--- src/rtl/lzc_normalizer.sv ---
// lzc_normalizer
// ---------------------------------------------------------------------------
// Two-stage valid/ready left-normalizer. Stage 1 registers the operand and
// its leading-zero count (computed combinationally from Num). Stage 2
// registers the operand shifted left by that count, so the MSB of the result
// is 1 unless the operand was all zeros.
//
// Ports:
//   clk, reset      clock, asynchronous active-high reset
//   InValid/InReady upstream handshake; Num is the operand
//   OutValid/OutReady downstream handshake
//   NormNum         Num << ShiftAmt (truncated to WIDTH)
//   ShiftAmt        leading-zero count of Num (WIDTH when Num == 0)
//   Zero            Num was all zeros
//
// Optional feature, enabled by defining LZC_NORM_EXP_EN:
//   ExpIn  (signed EXPW) exponent travelling with Num
//   ExpOut (signed EXPW) ExpIn - ShiftAmt, saturated at -2^(EXPW-1)
//   Uflow             saturation occurred
// With LZC_NORM_EXP_EN undefined these ports and their registers are absent.
// ---------------------------------------------------------------------------
module lzc_normalizer #(
  parameter int WIDTH = 32,
  parameter int EXPW  = 10
) (
  input  logic                         clk,
  input  logic                         reset,
  input  logic                         InValid,
  output logic                         InReady,
  input  logic [WIDTH-1:0]             Num,
  output logic                         OutValid,
  input  logic                         OutReady,
  output logic [WIDTH-1:0]             NormNum,
  output logic [$clog2(WIDTH+1)-1:0]   ShiftAmt,
  output logic                         Zero
`ifdef LZC_NORM_EXP_EN
  ,
  input  logic signed [EXPW-1:0]       ExpIn,
  output logic signed [EXPW-1:0]       ExpOut,
  output logic                         Uflow
`endif
);

  localparam int CW = $clog2(WIDTH + 1);
  localparam int EW = EXPW + 1;

  // Reject configurations the datapath cannot represent.
  if (WIDTH < 2 || EXPW < 2) begin : gBadParam
    $error("lzc_normalizer: WIDTH and EXPW must both be >= 2");
  end

  // Stage 1 state
  logic             valid1_q, valid1_d;
  logic [WIDTH-1:0] num1_q, num1_d;
  logic [CW-1:0]    cnt1_q, cnt1_d;

  // Stage 2 state
  logic             valid2_q, valid2_d;
  logic [WIDTH-1:0] normNum_q, normNum_d;
  logic [CW-1:0]    shiftAmt_q, shiftAmt_d;
  logic             zero_q, zero_d;

`ifdef LZC_NORM_EXP_EN
  logic signed [EXPW-1:0] exp1_q, exp1_d;
  logic signed [EXPW-1:0] expOut_q, expOut_d;
  logic                   uflow_q, uflow_d;
  logic signed [EW-1:0]   expDiff;
  // -2^(EXPW-1) sign-extended to EW bits
  localparam logic signed [EW-1:0] ExpMin = {2'b11, {(EXPW-1){1'b0}}};
`endif

  logic          adv2;
  logic          accept;
  logic [CW-1:0] lzCount;
  logic          found;

  // Leading-zero counter on the incoming operand. Scans from the MSB and
  // latches the position of the first 1; an all-zero operand yields WIDTH.
  always_comb begin
    lzCount = CW'(WIDTH);
    found   = 1'b0;
    for (int i = WIDTH - 1; i >= 0; i--) begin
      if (!found && Num[i]) begin
        lzCount = CW'(WIDTH - 1 - i);
        found   = 1'b1;
      end
    end
  end

  // Handshake. InReady is derived from state and OutReady only, so it never
  // forms a loop through the upstream InValid.
  always_comb begin
    adv2    = valid1_q & (~valid2_q | OutReady);
    InReady = ~valid1_q | ~valid2_q | OutReady;
    accept  = InValid & InReady;
  end

`ifdef LZC_NORM_EXP_EN
  // Exponent adjust in one extra bit so the underflow is visible as a
  // value below the representable minimum.
  always_comb begin
    expDiff = {exp1_q[EXPW-1], exp1_q} - EW'(cnt1_q);
  end
`endif

  // Next-state for both stages. A stage loads only when its enable fires,
  // which keeps the outputs bit-stable during a downstream stall.
  always_comb begin
    valid1_d   = valid1_q;
    num1_d     = num1_q;
    cnt1_d     = cnt1_q;
    valid2_d   = valid2_q;
    normNum_d  = normNum_q;
    shiftAmt_d = shiftAmt_q;
    zero_d     = zero_q;
`ifdef LZC_NORM_EXP_EN
    exp1_d     = exp1_q;
    expOut_d   = expOut_q;
    uflow_d    = uflow_q;
`endif

    if (accept) begin
      valid1_d = 1'b1;
      num1_d   = Num;
      cnt1_d   = lzCount;
`ifdef LZC_NORM_EXP_EN
      exp1_d   = ExpIn;
`endif
    end else if (adv2) begin
      valid1_d = 1'b0;
    end

    if (adv2) begin
      valid2_d   = 1'b1;
      normNum_d  = num1_q << cnt1_q;
      shiftAmt_d = cnt1_q;
      zero_d     = (cnt1_q == CW'(WIDTH));
`ifdef LZC_NORM_EXP_EN
      // A zero operand has no meaningful normalization, so its exponent
      // passes through untouched.
      if (cnt1_q == CW'(WIDTH)) begin
        expOut_d = exp1_q;
        uflow_d  = 1'b0;
      end else if (expDiff < ExpMin) begin
        expOut_d = ExpMin[EXPW-1:0];
        uflow_d  = 1'b1;
      end else begin
        expOut_d = expDiff[EXPW-1:0];
        uflow_d  = 1'b0;
      end
`endif
    end else if (OutReady) begin
      valid2_d = 1'b0;
    end
  end

  // State registers; reset discards anything in flight.
  always_ff @(posedge clk or posedge reset) begin
    if (reset) begin
      valid1_q   <= 1'b0;
      num1_q     <= '0;
      cnt1_q     <= '0;
      valid2_q   <= 1'b0;
      normNum_q  <= '0;
      shiftAmt_q <= '0;
      zero_q     <= 1'b0;
`ifdef LZC_NORM_EXP_EN
      exp1_q     <= '0;
      expOut_q   <= '0;
      uflow_q    <= 1'b0;
`endif
    end else begin
      valid1_q   <= valid1_d;
      num1_q     <= num1_d;
      cnt1_q     <= cnt1_d;
      valid2_q   <= valid2_d;
      normNum_q  <= normNum_d;
      shiftAmt_q <= shiftAmt_d;
      zero_q     <= zero_d;
`ifdef LZC_NORM_EXP_EN
      exp1_q     <= exp1_d;
      expOut_q   <= expOut_d;
      uflow_q    <= uflow_d;
`endif
    end
  end

  // Outputs come straight from stage 2 registers.
  assign OutValid = valid2_q;
  assign NormNum  = normNum_q;
  assign ShiftAmt = shiftAmt_q;
  assign Zero     = zero_q;
`ifdef LZC_NORM_EXP_EN
  assign ExpOut   = expOut_q;
  assign Uflow    = uflow_q;
`endif

endmodule
--- config.mk ---
export PLATFORM = sky130hd
export DESIGN_NAME = lzc_normalizer
export DESIGN_NICKNAME = d
export VERILOG_FILES = /design/src/rtl/lzc_normalizer.sv
export SDC_FILE = /design/constraint.sdc
export NUM_CORES = 1
export LEC_CHECK = 0
export CORE_AREA = 4 4 101 151
export CTS_CLUSTER_DIAMETER = 150
export DETAILED_ROUTE_END_ITERATION = 6
export DIE_AREA = 0 0 105 155
export PLACE_DENSITY = 0.56
export SETUP_SLACK_MARGIN = 0.3
export SYNTH_ARGS = -nofsm -noshare
export SYNTH_HDL_FRONTEND = slang
export SYNTH_SLANG_ARGS = --single-unit
--- constraint.sdc ---
create_clock -name clk -period 2.48 [get_ports clk]
set_clock_uncertainty 0.1 [all_clocks]
set_input_delay 0.372 -clock clk [delete_from_list [all_inputs] [get_ports clk]]
set_output_delay 0.372 -clock clk [all_outputs]
set_load 0.02 [all_outputs]
==> reports/summary.md, run 1 <==
The run finished with clean final reports. Among all flip-flop cells after synthesis, the most frequent one is sky130_fd_sc_hd__dfrtp_1. The endpoint of the worst register-to-register path was NormNum[17]$_DFFE_PP0P_. Before CTS, the worst setup slack after placement is -10.8 ps.

Counting flops with a built-in enable in the synthesized netlist gives 0. For the sum of overflow across all layers after global routing, the log shows 0. In this design, the largest share of critical-path delay is due to multiplexers.

Total chip power: 5150 uW. Entering global routing, the biggest net connects 80 pins. Kind of path behind the tightest hold check: in2reg.

The startpoint identified for the worst register-to-register timing path is cnt1_q[1]$_DFFE_PP0P_. Root buffer cell: sky130_fd_sc_hd__clkbuf_16. The cell area that synthesis handed to floorplanning was 0.00479 sq mm.

For this block, the via count after detailed routing is 4097. The sequential area share after synthesis is 0.412. The tools report the number of global-route vias before repair as 4147. The part of the cycle the worst path needs was 0.863; the violation count after the first detailed-route iteration was 211. The tools report the post-detailed-placement half-perimeter wirelength as 11.0 mm. The count of final hold-check violations is 0, and the logic depth of the worst setup path including buffers is 7. The number of cells on the worst reg-to-reg path is 7.

After detailed routing, the total wire length is 14.2 mm. At the worst endpoint, the arrival time is 2260 ps. The run gives 0 as the final max-slew violation count. The filler cells instantiated in the layout total 1325. Power spread over the standard cell area amounts to 807 mW/mm^2. The tools report the part of the power in the clock network as 0.259. The leading cell type in the layout, fill and taps excluded was sky130_fd_sc_hd__dfrtp_1.

The number of library cell types mapped by synthesis was 50; the highest cell delay on the worst timing path was 590 ps. The internal portion of the total power is 3380 uW. Setup repair after global routing could not meet its margin everywhere.

The headroom to the max-slew limit is 0.679, and the top fanout value on the critical path is 4. The worst path needs 2140 ps of the cycle, external delays included. Relative to the synthesized area, the layout overhead comes to 33.3%. The run gives 0.176 as the total routing usage reported by global routing.

No sink is reached through more buffers than the 2 on the longest clock path. The run gives 0.395 as the power share of the combinational group. The transition at the pin with the smallest max-transition slack was 477 ps. The critical path contains buffers and inverters numbering 2 combined. Dividing the synthesized area by the synthesized cell count gives 10.6 sq um. The share of flip-flops with an asynchronous set or reset after synthesis came out at 1.00. Routability-driven placement finished with a final weighted congestion of 0.892. The worst hold path passes through 2 cells. Total nets after synthesis: 488. The startpoint of the tightest hold check path was Num[31].

Setup total negative slack on the finished layout was measured at 0 ps. During I/O placement, the number of pins put on the boundary was 77. The worst path meets setup with 339 ps of slack. The worst setup path is captured at a register. The first-pass detailed-route iteration total was 4; the register share of total power was 0.345. The net switching share of the total power works out to 0.344. The share of the synthesized area in the top cell type works out to 0.412. The logs give 1770 uW for the total net switching power and 0.00639 sq mm for the total non-filler cell area in the finished layout.

The die covers 0.0163 sq mm. The die is 155 um tall. For this design, the slowest cell found on the critical path is sky130_fd_sc_hd__mux4_1. Average vias per placed instance: 5.66.

The startpoint class of the critical path is a register. The critical path goes through clkbuf_2 > buf_4 > mux4_1 > nand2_1 > o21a_1 > o22ai_1 > a221o_1. Number of antenna violations at the first check in global routing: 0. For the count of unresolved DRC violations after routing, the log shows 0.

The sequential cells in the finished layout cover a total of 0.00198 sq mm. The run gives 0 as the number of failing setup endpoints in the final timing report. The floorplan step set the die width to 105 um. The first global-routing pass estimated 22.6 mm of wire. Clock tree synthesis inserted a total of 9 buffers. The clock tree synthesis step divided the H-tree into 3 levels. For the worst-skew pair, the clock arrives at the later sink with an insertion delay of 340 ps. The critical path is of the reg2reg type. Across the run, the number of max-cap violations was 0. Startpoint of the most critical setup path: cnt1_q[1]$_DFFE_PP0P_. The setup check on the worst reg-to-reg path leaves a slack of 340 ps. Synthesis handed over a netlist of 452 instances. Tightest hold margin: 279 ps.

The area of placed instances was 0.00599 sq mm; the total inserted antenna cells was 0. In the layout the commonest cells are 77 x sky130_fd_sc_hd__dfrtp_1, 71 x sky130_fd_sc_hd__clkdlybuf4s50_1, 48 x sky130_fd_sc_hd__nand2_1. The tree built by TritonCTS fans out to 79 sinks. The required arrival time at the worst endpoint was 2600 ps; the leakage component of the power was 0.00265 uW. After clock tree synthesis, the clock-pin slew on the worst setup and hold paths is 60 ps. IR analysis of the VDD net gives a maximum drop of 0.302 mV. The Yosys step of the flow raised 0 warnings. In the final routed layout, each cell accounts on average for 19.6 um. The register bit count reported by yosys was 79; the area used by multi-input combinational logic was 0.00266 sq mm.

For hold timing, the worst endpoint is num1_q[31]$_DFFE_PP0P_. The core area is 0.0139 sq mm. Share of layout cells above drive strength 1: 0.240. The post-synthesis cell type with the largest combined area is sky130_fd_sc_hd__dfrtp_1.

By area the synthesized netlist is led by sky130_fd_sc_hd__dfrtp_1 41%, sky130_fd_sc_hd__mux2_2 9.6%, sky130_fd_sc_hd__mux4_2 8.0%. The effective utilization at floorplan was 0.344; the standard-cell row count was 53. TritonCTS built the clock tree. The net count of the finished layout is 590. The peak clock frequency supported by timing was 467 MHz; the count of input and output buffers was 76. The count of nets left with antenna violations once routing finished came out at 0.
## power by group through the flow
stage	Clock [uW]	Combinational [uW]	Sequential [uW]
5_1_grt	1420	2180	1820
3_5_place_dp	0	1980	1810
6_report	1340	2040	1780
4_1_cts	1360	2000	1790
2_1_floorplan	0	958	1940
3_3_place_gp	0	1960	1800
## metal layers
metal,GRT usage,vias up,share of wire
li1,-,1928,-
met1,0.200,2037,0.39
met2,0.328,109,0.55
met3,0.0253,23,0.035
met4,0.0738,0,0.031
met5,0,-,0
## synthesized netlist by cell type, drive strengths merged, types with 6 or more instances
library cell / instances
nor2b: 7
nor3: 10
dfrtp: 79
o221ai: 10
mux2: 41
mux2i: 30
inv: 10
buf: 15
a21oi: 23
nor2: 31
mux4: 22
nand2: 48
clkbuf: 16
nand2b: 6
nor4: 10
o21ai: 34
## state kept, by name, indices dropped and copies added, names as in the netlist
name and cells:
num1_q 32, Zero 1, cnt1_q 6, valid1_q 1, ShiftAmt 6, OutValid 1
NormNum 32
## worst max path at each step
stage	endpoint
after floorplan	NormNum[25]$_DFFE_PP0P_
after global placement	cnt1_q[0]$_DFFE_PP0P_
after detailed placement	cnt1_q[0]$_DFFE_PP0P_
after CTS	NormNum[29]$_DFFE_PP0P_
after global routing	NormNum[17]$_DFFE_PP0P_
final	NormNum[17]$_DFFE_PP0P_
## worst reg2reg max path: cells and delay by family (launching register included)
family                 cells  cell delay [ps]
AND/OR/NAND/NOR            1               90
multiplexers               1              590
AO/OA/AOI/OAI              3              580
flip-flops                 1              380
buffers and inverters      2              290
## area by class of cell
| cell class | instances | share of cell area |
|---|---|---|
| timing repair buffer | 122 | 0.188 |
| clock buffer | 10 | 0.0374 |
| multi-input combinational | 332 | 0.416 |
| tap | 165 | 0.0323 |
| sequential | 79 | 0.310 |
| clock inverter | 6 | 0.00940 |
| inverter | 10 | 0.00646 |
## stage by stage
step / utilization / instances
after detailed placement: 0.430 / 701
final: 0.459 / 724
after floorplan: - / 452
after global routing: 0.459 / 724
after global placement: 0.430 / 701
after CTS: 0.453 / 720
## kinds of logic after synthesis
family | count (synthesis) | share of synthesized area
mux | 93 | 0.266
compound gates | 111 | 0.154
buf+inv | 41 | 0.0381
flops | 79 | 0.412
simple gates | 128 | 0.129
## repair_timing
item | in CTS | in global routing
cloned | 0 | 0
gates resized for setup | 2 | 11
setup buffers | 3 | 4
endpoints found under the setup margin | 9 | 12
hold buffers | 0 | 0
pin swaps | 0 | 9
endpoints found under the hold margin | 0 | 0
Note: power is estimated with default switching activity, not from simulation.
==> run 2, diff against run 1 <==
PLACE_DENSITY = 0.54   (was 0.56)
SLEW_MARGIN = 20   (was not set)
clock period = 2.6 ns   (was 2.48 ns; I/O delays follow)
==> run 2 against run 1 <==
Effect of this change:
- critical path depth is the same
- via count shrank 3.1%
- clock power grew 9.7%
- first-iteration DRC count shrank 34%
- fmax shrank 3.3%
- combinational power shrank 9.8%
==> reports/summary.md, run 2 (synthesized netlist as in run 1, its figures left out) <==
The pin count of the biggest net entering global routing is 80 (unchanged), and the transition at the pin with the smallest max-transition slack is 467 ps (-10.3 ps). The total net switching power was 1650 uW (-6.8%); the number of global-route vias before repair was 4116 (-0.75%). The top fanout value on the critical path works out to 13 (+9).

Total routing usage reported by global routing: 0.174 (-0.00195). The final max-slew violation count was 0 (unchanged). The highest cell delay on the worst timing path works out to 580 ps (about the same). The routability congestion estimate from global placement is 0.906 (+1.6%), and the share of layout cells above drive strength 1 is 0.209 (-0.0309). Post-detailed-placement half-perimeter wirelength: 10.9 mm (-0.70%).

STA classifies the critical path startpoint as a register. The core area is 0.0139 sq mm (unchanged), and the sum of overflow across all layers after global routing is 0 (unchanged). For the number of buffers inserted for hold repair after clock tree synthesis, the log shows 0 (unchanged). The width of the die is 105 um (unchanged), and the power share of the combinational group is 0.366 (-0.029). Number of antenna violations at the first check in global routing: 0 (unchanged).

Power density over the cells: 799 mW/mm^2 (-0.91%). The startpoint-to-endpoint class of the critical path is reg2reg. The run gives 0 (unchanged) as the count of unresolved DRC violations after routing.

The number of clock sinks was 79 (unchanged). The clock period minus final worst setup slack is 2210 ps (+73.8 ps), and the total inserted antenna cells is 0 (unchanged). The part of the cycle the worst path needs is 0.852 (-0.0115), and the boundary pin count is 77 (unchanged). Average vias per placed instance: 5.58 (-1.3%).

Traced cell by cell, the critical path runs through buf_6 > mux2i_1 > mux4_2 > nand2_1 > o21ai_0 > buf_4 > o221ai_1. The number of failing setup endpoints in the final timing report was 0 (unchanged). The total chip power is 5010 uW (-2.7%), and the CTS clock-pin slew for the worst setup and hold paths is 60 ps (about the same). The tools report the slack of the worst reg-to-reg path as 390 ps (+50 ps). Headroom to the max-slew limit: 0.680 (about the same). The worst setup path is captured at a register. The vertical extent of the die was 155 um (unchanged). The tools report the area of the die as 0.0163 sq mm (unchanged). Number of nets in the layout: 577 (-2.2%). The sum of negative setup slack was 0 ps (unchanged). The tools report the count of vias placed by the detailed router as 3970 (-3.1%).

Relative to the synthesized area, the layout overhead comes to 30.9%. TritonCTS built the clock tree. The slowest cell on the critical path was sky130_fd_sc_hd__dfrtp_4. Leaving out fill and tap cells, the most frequent cells in the layout are 77 x sky130_fd_sc_hd__dfrtp_1, 76 x sky130_fd_sc_hd__clkdlybuf4s50_1, 48 x sky130_fd_sc_hd__nand2_1.

The leading cell type in the layout, fill and taps excluded was sky130_fd_sc_hd__dfrtp_1. For the maximum vdd ir drop, the log shows 0.344 mV (+14%). The standard-cell row count is 53 (unchanged).

The deepest level of the CTS H-tree was 3 (unchanged); the worst slack after detailed placement was 1.34 ps (+12.2 ps). The tools report the source-to-sink clock delay at the later pin of the worst-skew pair as 340 ps (about the same). The count of final hold-check violations was 0 (unchanged); the part of the power in the clock network was 0.293 (+0.034). The tools report the signal arrival time at the worst endpoint as 2350 ps (+90 ps).

The peak clock frequency supported by timing was 452 MHz (-3.3%). For the tightest hold margin, the log shows 372 ps (+93.9 ps). The tools report the violation count after the first detailed-route iteration as 139 (-34%). The run gives 9 (unchanged) as the number of clock buffers inserted by TritonCTS.

The first-pass detailed-route iteration total came out at 4 (unchanged). The detailed-route wire length was 13.9 mm (-1.9%). Setup repair after global routing left no endpoint under its margin. The path class of the tightest hold or removal check is reg2reg.

The tools report the post-layout worst setup margin as 385 ps (+46.2 ps). The internal power of the cells was 3360 uW (-0.51%). The tree is rooted in a sky130_fd_sc_hd__clkbuf_16. The run finished with clean final reports.

The effective utilization at floorplan was 0.344 (unchanged). The per-cell routed wire length was 19.6 um (-0.13%); the register share of total power was 0.341 (-0.004). The number of antenna-violating nets in the routed design was 0 (unchanged); the number of max-cap violations was 0 (unchanged).

The count of input and output buffers is 76 (unchanged), and the net switching share of the total power is 0.329 (-0.0146). The leakage component of the power came out at 0.00255 uW (-3.5%). For the required arrival time at the worst endpoint, the log shows 2730 ps (+130 ps). The tools report the buffer depth of the longest clock path as 2 (unchanged). The run gives 22.3 mm (-1.3%) as the first-pass GRT wire length.
==> run 2: area by class of cell <==
class                   count  area, sq um
fillers                  1363         7650
clock buffers              11          243
flip-flops and latches     79         1980
inverters                  10         41.3
multi-input cells         332         2630
clock inverters             5          105
well taps                 165          206
repair buffers            109         1060
==> run 2: final timing paths <==
path / start / endpoint / cells past startpoint
min in group asynchronous: reset / OutValid$_DFFE_PP0P_ / 3
hold / removal: NormNum[10]$_DFFE_PP0P_ / NormNum[10]$_DFFE_PP0P_ / 1
setup reg to reg: cnt1_q[1]$_DFFE_PP0P_ / NormNum[30]$_DFFE_PP0P_ / 7
max in group asynchronous: reset / cnt1_q[1]$_DFFE_PP0P_ / 3
setup / recovery: cnt1_q[1]$_DFFE_PP0P_ / NormNum[30]$_DFFE_PP0P_ / 7
hold reg to reg: NormNum[10]$_DFFE_PP0P_ / NormNum[10]$_DFFE_PP0P_ / 1
==> run 2: routing by layer <==
layer / vias to the layer above / track usage / part of all wire / wire length, um
met2: 106 / 0.314 / 0.54 / 7460
met5: - / 0 / 0 / 0
met4: 0 / 0.0769 / 0.033 / 460
met1: 1938 / 0.199 / 0.40 / 5530
met3: 27 / 0.0336 / 0.035 / 483
li1: 1899 / - / - / -
==> run 2: per-stage QoR <==
stage                util  cells  cell area, sq um
global placement    0.424    694              5910
finish              0.450    711              6270
detailed placement  0.424    694              5910
CTS                 0.450    710              6260
global route        0.450    711              6270
floorplan               -    452              4800
==> run 2: what timing repair did <==
action / in CTS / in global routing
pin swaps: 0 / 1
resized for setup: 2 / 1
setup buffers: 0 / 1
endpoints found under the setup margin: 6 / 10
==> run 2: power groups by stage <==
stage	registers (uW)	logic (uW)	clock network (uW)
after global placement	1730	1830	0
after global routing	1750	1970	1540
after detailed placement	1740	1830	0
after CTS	1720	1840	1500
after floorplan	1850	914	0
final	1710	1840	1470
==> run 2: critical path, delay by kind of cell, from the launching register on <==
family | cells | cell delay (ps)
compound gates | 2 | 300
mux | 2 | 680
buf+inv | 2 | 350
flops | 1 | 580
simple gates | 1 | 90
==> run 3, diff against run 2 <==
SLEW_MARGIN = 5   (was 20)
TNS_END_PERCENT = 50   (was not set)
==> results of run 3 <==
The final DEF is identical to that of run 2; final timing and power are the same.
